<file path="config.mk">
export PLATFORM = sky130hd
export DESIGN_NAME = data_switch_driver
export DESIGN_NICKNAME = d
export VERILOG_FILES = /design/src/rtl/data_switch_pkg.sv /design/src/rtl/data_switch_driver.sv
export SDC_FILE = /design/constraint.sdc
export NUM_CORES = 1
export LEC_CHECK = 0
export ABC_AREA = 0
export CAP_MARGIN = 5
export CORE_AREA = 5 5 163 204
export CTS_BUF_LIST = sky130_fd_sc_hd__clkbuf_4 sky130_fd_sc_hd__clkbuf_8
export DETAILED_ROUTE_END_ITERATION = 16
export DIE_AREA = 0 0 168 209
export PLACE_DENSITY_LB_ADDON = 0.05
export SLEW_MARGIN = 20
export SYNTH_ARGS = -nofsm -noshare
export SYNTH_HDL_FRONTEND = slang
export SYNTH_SLANG_ARGS = --single-unit
</file>
<file path="constraint.sdc">
create_clock -name clk -period 54.1 [get_ports clk]
set_input_delay 10.82 -clock clk [delete_from_list [all_inputs] [get_ports clk]]
set_output_delay 10.82 -clock clk [all_outputs]
set_load 0.01 [all_outputs]
</file>
<file path="src/rtl/data_switch_pkg.sv">
// Shared types and window geometry for the data_switch producer (data_switch_driver).
package data_switch_pkg;

  typedef enum logic [1:0] {
    IDLE  = 2'd0,
    WAIT  = 2'd1,
    SWEEP = 2'd2
  } state_t;

  // A window is one beat plus the first PAD_WORDS words of the following beat.
  localparam int PAD_WORDS = 2;
  localparam int IN_SIZE   = 8 + PAD_WORDS;

  function automatic int in_size(input int conv_units);
    return conv_units + PAD_WORDS;
  endfunction

endpackage

</file>
<file path="src/rtl/data_switch_driver.sv">
// Producer side of data_switch: builds CONV_UNITS+2 word windows and sweeps sel per window.
// Optional build macro EDGE_REPLICATE_EN: pad words replicate the last beat word instead of zero.
module data_switch_driver
  import data_switch_pkg::*;
#(
  parameter int DATA_WIDTH = 16,
  parameter int CONV_UNITS = 8,
  parameter int KERNEL_W   = 3
) (
  input  logic                                         clk,
  input  logic                                         rst,
  input  logic [DATA_WIDTH*CONV_UNITS-1:0]             s_data,
  input  logic                                         s_valid,
  input  logic                                         s_last,
  output logic                                         s_ready,
  output logic [DATA_WIDTH*(CONV_UNITS+PAD_WORDS)-1:0] x_in,
  output logic [1:0]                                   sel,
  output logic                                         m_valid,
  output logic                                         m_last,
  input  logic                                         m_ready
);

  localparam int WIN_WORDS = in_size(CONV_UNITS);
  localparam int BEAT_W    = DATA_WIDTH * CONV_UNITS;
  localparam int WIN_W     = DATA_WIDTH * WIN_WORDS;
  localparam logic [1:0] SEL_MAX = 2'(KERNEL_W - 1);

  function automatic logic [WIN_W-1:0] pad_window(input logic [BEAT_W-1:0] beat);
    logic [DATA_WIDTH-1:0] pad;
`ifdef EDGE_REPLICATE_EN
    pad = beat[BEAT_W-1 -: DATA_WIDTH];
`else
    pad = '0;
`endif
    return {pad, pad, beat};
  endfunction

  state_t              state;
  logic [BEAT_W-1:0]   cur;
  logic [BEAT_W-1:0]   nxt;
  logic                nxt_last;
  logic                padded;

  logic s_fire;
  logic m_fire;
  logic sweep_end;
  logic sweep_adv;

  assign s_fire    = s_valid && s_ready;
  assign m_fire    = m_valid && m_ready;
  assign sweep_end = (state == SWEEP) && m_fire && (sel == SEL_MAX);
  // End of a non-padded window: the lookahead beat becomes the current beat.
  assign sweep_adv = sweep_end && !padded;

  // Beat buffers carry no reset; stale contents are never used after IDLE.
  always_ff @(posedge clk) begin
    if (state == IDLE && s_fire) begin
      cur <= s_data;
    end else if (sweep_adv) begin
      cur <= nxt;
    end
    if (state == WAIT && s_fire) begin
      nxt <= s_data;
    end
  end

  always_ff @(posedge clk) begin
    if (rst) begin
      state    <= IDLE;
      x_in     <= '0;
      sel      <= '0;
      m_valid  <= 1'b0;
      m_last   <= 1'b0;
      s_ready  <= 1'b0;
      padded   <= 1'b0;
      nxt_last <= 1'b0;
    end else begin
      case (state)
        IDLE: begin
          s_ready <= 1'b1;
          m_valid <= 1'b0;
          m_last  <= 1'b0;
          if (s_fire) begin
            if (s_last) begin
              x_in    <= pad_window(s_data);
              sel     <= '0;
              padded  <= 1'b1;
              m_valid <= 1'b1;
              m_last  <= (SEL_MAX == 2'd0);
              s_ready <= 1'b0;
              state   <= SWEEP;
            end else begin
              state   <= WAIT;
            end
          end
        end
        WAIT: begin
          s_ready <= 1'b1;
          m_valid <= 1'b0;
          m_last  <= 1'b0;
          if (s_fire) begin
            nxt_last <= s_last;
            x_in     <= {s_data[2*DATA_WIDTH-1:0], cur};
            sel      <= '0;
            padded   <= 1'b0;
            m_valid  <= 1'b1;
            s_ready  <= 1'b0;
            state    <= SWEEP;
          end
        end
        SWEEP: begin
          if (m_fire) begin
            if (sel < SEL_MAX) begin
              sel    <= sel + 2'd1;
              m_last <= padded && ((sel + 2'd1) == SEL_MAX);
            end else if (padded) begin
              m_valid <= 1'b0;
              m_last  <= 1'b0;
              padded  <= 1'b0;
              s_ready <= 1'b1;
              state   <= IDLE;
            end else if (nxt_last) begin
              x_in   <= pad_window(nxt);
              sel    <= '0;
              padded <= 1'b1;
              m_last <= (SEL_MAX == 2'd0);
            end else begin
              m_valid <= 1'b0;
              m_last  <= 1'b0;
              s_ready <= 1'b1;
              state   <= WAIT;
            end
          end
        end
        default: begin
          state   <= IDLE;
          m_valid <= 1'b0;
          m_last  <= 1'b0;
          s_ready <= 1'b0;
        end
      endcase
    end
  end

endmodule

</file>
==> impl_metrics.yaml <==
sta:
  rsz_0062_raised_after_global_routing: "no"
  finalHoldWorstSlack_ps: 455
  worstMarginPinSlew_ps: 1100
  postLayoutSetupSlackWorst_ps: 40480
  hold_vio_cnt_final: 0
  fin_tns_setup_ps: 0
  final-setup-viol-count: 0
  timing.final.crit_period_ps: 13620
  final_min_period_over_clock_period_pct: 25.2
  achievable-frequency_mhz: 73.4
  timing_max_transition_violations_final: 0
  timing.max_slew.rel_slack_pct: 26.4
  final.setup_skew_ps: 17.3
power:
  p_leak_nw: 8.26
  power_density_nw_per_um2: 52.6
  clockPowerShare_pct: 22.7
  ir_worst_vdd_uv: 31.5
  p_sw_share_pct: 33.5
  power.combinational.fraction_pct: 37.7
  power.switching_mw: 0.401
  p_seq_share_pct: 39.6
  power.internal_mw: 0.795
clock_tree:
  tritoncts_clock_tree: "built"
  clk_pin_slew_ps: 60
  cts.sinks: 425
  numCtsBuffers: 66
  clk_latency_ps: 590
  cts_resized: 0
  holdBufCountCts: 0
  htree_num_levels: 3
  total_setup_buffers_inserted_after_cts: 0
  cts_root_buffer: "clkbuf_8"
  cts.path.max_buffers: 3
finish:
  finalNetCount: 1873
  antenna_cells_inserted: 0
  final_layout_size_suffix_gt1_share_pct: 14.9
  syn_to_final_growth_pct: 24.4
  fin_util_pct: 72.6
worst_setup_path:
  path_cells: "clkdlybuf4s50_1 -> nand3_4 -> o41ai_2 -> buf_4 -> buf_4"
  cp.arrival_ps: 13810
  setup.worst_path.class: "input port to register"
  timing.critical_path.fanout_max: 63
  crit_path_max_incr_delay_ps: 770
  most_used_cell_along_the_critical_path: "buf_4"
  critPathLaunchType: "input port"
  cpMaxStageDelayCell: "nand3_4"
  critical_path.endpoint_type: "register"
  worstPathRequired_ps: 54290
global_route:
  number_of_global_route_vias_before_repair: 12941
  grt_remaining_overflow: 0
  number_of_antenna_violations_at_the_first_check_in_global_routing: 1
  grt_first_pass_wirelength_mm: 68.2
  grt.total_usage_pct: 23.7
  grt_max_degree: 200
die:
  die_height_um: 209
  design.die.area_sq_um: 35100
  die_w_um: 168
  io_pins: 298
  core_area_sq_um: 31300
  fp-row-count: 73
  initial_utilization_pct: 58.3
logic_synthesis:
  synth.yosys.warnings: 0
  synth_cell_type_count: 39
  synthesis.area_per_instance_sq_um: 12.3
  postSynthCellCount: 1481
  yosys_register_bits: 425
  post_synthesis_sequential_area_ratio_pct: 60.6
  synthesis.nets: 1621
  syn_area_sq_um: 18300
place:
  minimum_setup_slack_after_placement_ps: 39870
  port_buffer_cells: 297
  dp_hpwl_mm: 25.2
  gp_congestion: 0.773
routing:
  drc: 0
  drtIter0Drc: 861
  wl_per_cell_um: 19.5
  drt_pre_antenna_iters: 5
  routed_wl_mm: 42.8
  num_vias: 12668
  ant_nets: 0
  route.detailed.vias_per_inst: 5.76
status:
  run_status: "complete, no violations"
hold_path:
  min-delay-path-class: "register to register"
flow_run:
  maxcap_viol_count: 0
-- cells in the final DEF (no fill, tap or decap), types with 3 or more instances in the layout --
cell type	netlist	final
a21oi_1	3	3
o211ai_1	128	128
clkdlybuf4s50_1	0	297
nor2_1	7	7
inv_1	5	4
clkbuf_4	0	36
mux2i_1	163	163
nand2_1	324	324
a22oi_1	128	128
mux2_2	128	128
dfxtp_1	169	169
ha_1	7	4
clkinv_1	0	8
ha_4	0	3
clkbuf_8	0	76
edfxtp_1	256	256
buf_4	0	13
nor2b_1	3	3
-- cells in the mapped netlist, drive strengths merged --
library cell | instances | share of area, %
a2111oi | 2 | 0.096
a21boi | 2 | 0.082
a21oi | 3 | 0.082
a22oi | 128 | 5.3
a2bb2oi | 1 | 0.082
a31oi | 1 | 0.034
and3 | 3 | 0.10
and3b | 1 | 0.048
and4 | 1 | 0.048
buf | 32 | 1.2
clkbuf | 95 | 2.0
dfxtp | 169 | 19
edfxtp | 256 | 42
ha | 7 | 0.48
inv | 5 | 0.10
mux2 | 129 | 7.9
mux2i | 163 | 8.9
nand2 | 324 | 6.7
nand2b | 2 | 0.068
nand3 | 4 | 0.11
nand4 | 1 | 0.034
nor2 | 7 | 0.14
nor2b | 3 | 0.10
nor3 | 3 | 0.11
nor4 | 3 | 0.14
nor4b | 1 | 0.048
o211ai | 128 | 5.3
o21a | 2 | 0.082
o21ai | 1 | 0.027
o21bai | 1 | 0.041
o41ai | 1 | 0.048
or2 | 1 | 0.034
or3 | 1 | 0.034
-- cell type report --
cell class	instances	area, sq um
flip-flops and latches	425	11100
fillers	2220	8600
multi-input cells	924	6680
repair buffers	311	3080
clock buffers	112	1320
well taps	412	515
clock inverters	9	37.5
inverters	5	31.3
-- cells by family after synthesis --
| family | synth area share [%] |
|---|---|
| mux | 16.9 |
| fa+ha+maj | 0.479 |
| compound gates | 11.1 |
| buf+inv | 3.30 |
| flops | 60.6 |
| simple gates | 7.68 |
-- metrics by stage --
stage               total power, mW  cell area (sq um)  std cells
finish                         1.20              22700       2198
detailed placement            0.933              21400       2077
global placement              0.925              21400       2077
global route                   1.26              22700       2198
floorplan                     0.771              18300       1481
CTS                            1.21              22700       2198
-- flip-flops by register name (all words and copies together) (netlist names) --
| name | flops |
|---|---|
| sel | 2 |
| nxt | 128 |
| cur | 128 |
| m_last | 1 |
| x_in | 160 |
| nxt_last | 1 |
| m_valid | 1 |
| padded | 1 |
| state | 2 |
| s_ready | 1 |
-- power groups by stage --
stage	Combinational [mW]	Clock, mW	Sequential (mW)
after floorplan	0.267	0	0.504
after global placement	0.448	0	0.477
after detailed placement	0.454	0	0.479
after CTS	0.456	0.278	0.474
after global routing	0.489	0.292	0.481
final	0.451	0.272	0.473
-- worst paths after layout --
check             startpoint         to  slack (ps)  cells past startpoint
setup reg to reg    state[0]  x_in[138]       49880                      8
hold reg to reg    x_in[102]  x_in[102]         460                      2
setup / recovery     s_valid   cur[103]       40480                      5
hold / removal     x_in[102]  x_in[102]         460                      2
-- metal layers --
layer  vias up  part of all wire [%]  global-route usage, %
met2       367                    50                   40.3
met5         -                 0.037                      0
met1      6199                    41                   29.9
met4         2                   3.1                   9.52
met3        76                   5.5                   4.58
li1       6024                     -                      -
-- critical path, delay by kind of cell --
family | cells | cell delay, ps
AND/OR/NAND/NOR | 1 | 770
AO/OA/AOI/OAI | 1 | 260
buffers and inverters | 3 | 1850
Note: power is estimated with default switching activity, not from simulation.
